### config.mk
export PLATFORM = sky130hd
export DESIGN_NAME = simd_vec_alu
export DESIGN_NICKNAME = d
export VERILOG_FILES = /design/src/rtl/simd_pkg.sv /design/src/rtl/simd_lane.sv /design/src/rtl/simd_vec_alu.sv
export SDC_FILE = /design/constraint.sdc
export NUM_CORES = 2
export LEC_CHECK = 0
export ABC_AREA = 1
export CAP_MARGIN = 40
export CORE_ASPECT_RATIO = 1.4
export CORE_UTILIZATION = 55
export DETAILED_ROUTE_END_ITERATION = 8
export GPL_TIMING_DRIVEN = 0
export PLACE_DENSITY = 0.74
export SYNTH_ARGS = -nofsm -noshare
export SYNTH_HDL_FRONTEND = slang
export SYNTH_SLANG_ARGS = --single-unit
### constraint.sdc
create_clock -name clk -period 8.9 [get_ports clk]
set_clock_uncertainty 0.15 [all_clocks]
set_input_delay 0.89 -clock clk [delete_from_list [all_inputs] [get_ports clk]]
set_output_delay 0.89 -clock clk [all_outputs]
set_load 0.01 [all_outputs]
### src/rtl/simd_pkg.sv
// Shared types and defaults for the SIMD vector ALU.
// Build option: define SIMD_VEC_ALU_SAT_EN for signed saturating arithmetic.
package simd_pkg;

   localparam int unsigned DEF_LANES  = 10;
   localparam int unsigned DEF_LANE_W = 16;

   typedef enum logic [1:0] {
      OP_ADD = 2'b00,
      OP_SUB = 2'b01,
      OP_MUL = 2'b10,
      OP_MAC = 2'b11
   } opcode_t;

endpackage

### src/rtl/simd_lane.sv
// One lane: ALU, optional saturation, accumulator and S2 result register.
// Build option: SIMD_VEC_ALU_SAT_EN selects signed saturation instead of wrap.
module simd_lane
   import simd_pkg::*;
#(
   parameter int unsigned LANE_W = DEF_LANE_W
) (
   input  logic              clk,
   input  logic              rst_n,
   input  logic              en_i,
   input  opcode_t           op_i,
   input  logic              clr_i,
   input  logic [LANE_W-1:0] a_i,
   input  logic [LANE_W-1:0] b_i,
   output logic [LANE_W-1:0] res_o
);

`ifdef SIMD_VEC_ALU_SAT_EN
   // Wide enough to hold acc + A*B exactly before clamping.
   localparam int unsigned PW = 2*LANE_W + 1;
   localparam logic signed [PW-1:0] SMAX = {{(PW-LANE_W+1){1'b0}}, {(LANE_W-1){1'b1}}};
   localparam logic signed [PW-1:0] SMIN = ~SMAX;
`else
   localparam int unsigned PW = LANE_W;
`endif

   logic [LANE_W-1:0]        acc_q;
   logic [LANE_W-1:0]        res_q;
   logic [LANE_W-1:0]        res_d;
   logic signed [PW-1:0]     a_x;
   logic signed [PW-1:0]     b_x;
   logic signed [PW-1:0]     base_x;
   logic signed [PW-1:0]     prod_x;
   logic signed [PW-1:0]     sum_x;

   // Lane arithmetic, then clamp or truncate to LANE_W.
   always_comb begin
      a_x    = PW'($signed(a_i));
      b_x    = PW'($signed(b_i));
      base_x = clr_i ? '0 : PW'($signed(acc_q));
      prod_x = a_x * b_x;
      case (op_i)
         OP_ADD:  sum_x = a_x + b_x;
         OP_SUB:  sum_x = a_x - b_x;
         OP_MUL:  sum_x = prod_x;
         default: sum_x = base_x + prod_x;
      endcase
`ifdef SIMD_VEC_ALU_SAT_EN
      if (sum_x > SMAX)       res_d = SMAX[LANE_W-1:0];
      else if (sum_x < SMIN)  res_d = SMIN[LANE_W-1:0];
      else                    res_d = sum_x[LANE_W-1:0];
`else
      res_d = sum_x[LANE_W-1:0];
`endif
   end

   // Result and accumulator load only when a valid beat moves S1 -> S2.
   always_ff @(posedge clk) begin
      if (!rst_n) begin
         res_q <= '0;
         acc_q <= '0;
      end else if (en_i) begin
         res_q <= res_d;
         if (op_i == OP_MAC) acc_q <= res_d;
      end
   end

   assign res_o = res_q;

endmodule

### src/rtl/simd_vec_alu.sv
// Two-stage SIMD vector ALU with valid/ready handshake; the pipe stalls as a unit.
// Build option: SIMD_VEC_ALU_SAT_EN selects signed saturating lanes.
module simd_vec_alu
   import simd_pkg::*;
#(
   parameter int unsigned LANES  = DEF_LANES,
   parameter int unsigned LANE_W = DEF_LANE_W
) (
   input  logic                    clk,
   input  logic                    rst_n,
   input  logic                    in_valid,
   output logic                    in_ready,
   input  logic [LANES*LANE_W-1:0] in_a,
   input  logic [LANES*LANE_W-1:0] in_b,
   input  logic [1:0]              opcode,
   input  logic                    acc_clr,
   output logic                    out_valid,
   input  logic                    out_ready,
   output logic [LANES*LANE_W-1:0] out_data
);

   localparam int unsigned VW = LANES*LANE_W;

   logic          s1_v_q, s1_v_d;
   logic          s2_v_q, s2_v_d;
   logic          stall_c;
   logic          lane_en_c;
   logic [VW-1:0] a_q;
   logic [VW-1:0] b_q;
   opcode_t       op_q;
   logic          clr_q;

   // Shared stall and valid-flag advance.
   always_comb begin
      stall_c   = s2_v_q && !out_ready;
      s1_v_d    = s1_v_q;
      s2_v_d    = s2_v_q;
      if (!stall_c) begin
         s2_v_d = s1_v_q;
         s1_v_d = in_valid;
      end
      lane_en_c = !stall_c && s1_v_q;
   end

   assign in_ready  = rst_n && !stall_c;
   assign out_valid = s2_v_q;

   // S1 operand capture and valid flags.
   always_ff @(posedge clk) begin
      if (!rst_n) begin
         s1_v_q <= 1'b0;
         s2_v_q <= 1'b0;
         a_q    <= '0;
         b_q    <= '0;
         op_q   <= OP_ADD;
         clr_q  <= 1'b0;
      end else begin
         s1_v_q <= s1_v_d;
         s2_v_q <= s2_v_d;
         if (!stall_c && in_valid) begin
            a_q   <= in_a;
            b_q   <= in_b;
            op_q  <= opcode_t'(opcode);
            clr_q <= acc_clr;
         end
      end
   end

   for (genvar k = 0; k < LANES; k++) begin : g_lane
      simd_lane #(.LANE_W(LANE_W)) u_lane (
         .clk   (clk),
         .rst_n (rst_n),
         .en_i  (lane_en_c),
         .op_i  (op_q),
         .clr_i (clr_q),
         .a_i   (a_q[k*LANE_W +: LANE_W]),
         .b_i   (b_q[k*LANE_W +: LANE_W]),
         .res_o (out_data[k*LANE_W +: LANE_W])
      );
   end

endmodule
==> results.tsv <==
stage	metric	value	unit
run_status	status	complete, no violations	
global_routing	overflow	0	
final_layout	stdcell_count	16110	
yosys	avgSynthCellArea	6.685	sq um
cts	worstSkewPairLatency	0.75	ns
cts	cts_hold_buf	0	
hold_path	whs_endpoint	g_lane[5].u_lane.acc_q[2]	
hold_path	worstHoldStart	g_lane[5].u_lane.acc_q[2]	
power	vdd_drop_max	0.1743	mV
route	via_per_inst	5.754	
route	drcViolationCount	0	
global_routing	grt_max_degree	15	
power	p_per_area	153.1	nW/um^2
sta	fmax	0.1199	GHz
yosys	syn_nets	15310	
worst_setup_path	cpMostUsedCell	nand2_1	
cts	numCtsBuffers	79	
route	wirelength	398700	um
sta	min_period	8.341	ns
floorplanning	core.rowCount	173	
yosys	synth_area	88550	sq um
sta	setup_viol	0	
worst_setup_path	rr_startpoint	a_q[1]	
cts	cts_tree	done	
sta	drv_slew	0	
worst_setup_path	cp-start-kind	register	
final_layout	multi_input_area	61680	sq um
worst_setup_path	crit_fanout	10	
yosys	yosysWarnings	0	
global_routing	antenna_found_initial	46	
sta	relSlewSlack	28.40	%
placement	routabilityCongestion	1.083	
yosys	netlist_instances	13250	
yosys	ys_ff_latch	645	
placement	dpl.hpwl	323400	um
floorplanning	die_h	476.8	um
flow_run	cap_violations	0	
cts	cts.sinks	645	
floorplanning	die-area	162600	sq um
cts	ctsResizeCount	0	
yosys	async_flop_share	0	%
floorplanning	die_w	341.1	um
yosys	yosysSeqAreaShare	14.58	%
global_routing	grt_pass1_vias	89290	
floorplanning	start_util	55.59	%
global_routing	grt_pass1_wl	571500	um
worst_setup_path	arrival	8.82	ns
yosys	synth.distinct_cells	59	
worst_setup_path	crit_required	9.38	ns
worst_setup_path	regToRegSetupSlack	0.56	ns
worst_setup_path	rr_worst_depth	37	
cts	clockBufferDepth	3	
worst_setup_path	max_stage_delay	0.60	ns
hold_path	hold_depth	2	
final_layout	fill_cells	14400	
sta	finalHoldViolations	0	
cts	htreeDepth	3	
floorplanning	num_io_pins	489	
placement	placedCellCount	15930	
yosys	yosysTopAreaCell	fa_1	
power	p_leak	0.05648	uW
placement	io_buffers	488	
cts	post-cts-setup-buffer-count	0	
worst_setup_path	cpMaxStageDelayCell	clkbuf_1	
yosys	synth_edf_count	0	
route	avgRoutedWirePerCell	24.74	um
final_layout	regArea	12910	sq um
yosys	yosys.area.top_type_share	18.31	%
yosys	synth_area_leaders	fa_1 18%, dfxtp_1 15%, ha_1 13%	
cts	clkTransAtPathRegs	0.07	ns
final_layout	final_util	63.00	%
global_routing	grtUsageTotal	48.17	%
final_layout	drive_gt1_share	3.886	%
sta	rsz0062_at_grt	no	
yosys	synth_flop_cell	dfxtp_1	
worst_setup_path	reg2reg_to	g_lane[0].u_lane.res_o[15]	
final_layout	final_nets	15980	
sta	min_period_over_period	93.72	%
cts	cts.root.buffer_cell	clkbuf_16	
route	drt_iter0_drc	10310	
worst_setup_path	critPathKind	reg2reg	
route	vias	92720	
sta	setup_tns	0	ns
final_layout	syn2layout_area_growth	13.34	%
sta	worst_pin_slew	1.074	ns
route	ant_nets	0	
worst_setup_path	end_kind	register	
route	firstDrtPassIters	9	
floorplanning	core_area	159300	sq um
hold_path	hold_path.class	reg2reg	
[worst max path at each step]
stage / from / to / slack, ns
6_report: a_q[1] / g_lane[0].u_lane.res_o[15] / 0.56
5_1_grt: a_q[97] / g_lane[6].u_lane.acc_q[15] / 0.19
3_5_place_dp: a_q[1] / g_lane[0].u_lane.res_o[15] / 0.86
3_3_place_gp: op_q[0] / g_lane[8].u_lane.res_o[11] / 0.12
2_1_floorplan: b_q[146] / g_lane[9].u_lane.res_o[15] / 2.41
4_1_cts: a_q[1] / g_lane[0].u_lane.res_o[15] / 0.79
[registers in the layout, indices dropped and copies added, names as in the netlist]
signal,cells
s1_v_q,1
g_lane.u_lane.res_o,160
a_q,160
out_valid,1
clr_q,1
op_q,2
b_q,160
g_lane.u_lane.acc_q,160
[per-layer routing]
metal  part of all wire (%)  wire (um)  GRT usage (%)
met5                  0.047        188              0
met4                     10      40390          41.14
met3                     12      49300          12.62
met2                     43     171600          74.40
met1                     34     137200          55.38
[cell families after synthesis]
logic type               Yosys count  share of synthesized area (%)
AND/OR/NAND/NOR                 4933                          22.70
buffers and inverters           3638                          15.78
AO/OA/AOI/OAI                   1893                          11.53
adder cells (fa/ha/maj)         1740                          31.45
flip-flops                       645                          14.58
XOR/XNOR                         398                          3.962
[placed cells by master, fill, tap and decap left out, types with 32 or more instances in the layout]
| master | instances |
|---|---|
| nand4_1 | 35 |
| diode_2 | 40 |
| clkdlybuf4s50_1 | 488 |
| nand2_1 | 2869 |
| clkbuf_1 | 391 |
| buf_2 | 109 |
| inv_1 | 3025 |
| dfxtp_1 | 645 |
| a211oi_1 | 82 |
| clkbuf_16 | 80 |
| xor2_1 | 220 |
| nor2_1 | 1263 |
| ha_1 | 930 |
| nor3_1 | 81 |
| nand3b_1 | 56 |
| or2_2 | 43 |
| a21oi_1 | 800 |
| o21ai_0 | 810 |
| fa_1 | 810 |
| buf_8 | 42 |
| nand3_1 | 505 |
| xnor2_1 | 175 |
| buf_6 | 46 |
| clkbuf_2 | 53 |
| a31oi_1 | 32 |
[cell type report]
type	count	share of cell area (%)
Clock buffer	98	2.172
Multi-Input combinational cell	8964	61.45
Buffer	601	2.630
Antenna cell	40	0.09973
Inverter	3037	11.36
Tap cell	2100	2.618
Sequential cell	645	12.87
Timing Repair Buffer	586	6.338
Clock inverter	43	0.4650
[per-stage QoR]
stage          setup WS (ns)  total power (uW)  cell area (sq um)  hold WS (ns)
2_1_floorplan          2.405              8452              88550        0.2864
3_3_place_gp          0.1198             11290              96070        0.2986
3_5_place_dp          0.8646             11530              97570        0.3008
4_1_cts               0.7872             15020             100200        0.3120
5_1_grt               0.1904             16080             100300        0.3229
6_report              0.5588             15360             100400        0.3143
[cell usage after synthesis, types with 7 or more instances]
library cell / number
o221ai_1: 28
o21ai_1: 12
o31ai_1: 10
o21bai_1: 18
xor2_1: 220
or2_2: 43
nor3b_1: 9
nand3_1: 505
xnor2_1: 175
nor3_4: 8
a211oi_1: 82
a22o_1: 11
buf_6: 14
a31oi_1: 32
inv_1: 3025
nand2_2: 7
o211ai_1: 20
ha_1: 930
a21oi_1: 800
nand2_1: 2869
clkbuf_1: 427
nand3b_1: 56
clkbuf_2: 10
buf_4: 21
nor3_1: 81
inv_2: 10
fa_1: 810
o21ai_0: 811
a21o_1: 23
dfxtp_1: 645
nand4_1: 35
buf_1: 35
a221oi_1: 12
nor3_2: 28
buf_2: 94
nor2_1: 1264
[where the power goes]
part | total, uW | internal (uW) | switching, uW
clock | 3500 | 1910 | 1590
combinational | 8490 | 2820 | 5670
sequential | 3370 | 3080 | 296
[worst max-delay path: cells and delay by family, from the launching register on]
kind | cells | cell delay, ns
compound gates | 6 | 1.05
xor+xnor | 1 | 0.47
fa+ha+maj | 8 | 3.31
buf+inv | 8 | 1.25
flops | 1 | 0.42
simple gates | 14 | 1.60
(Power assumes the default switching activity.)
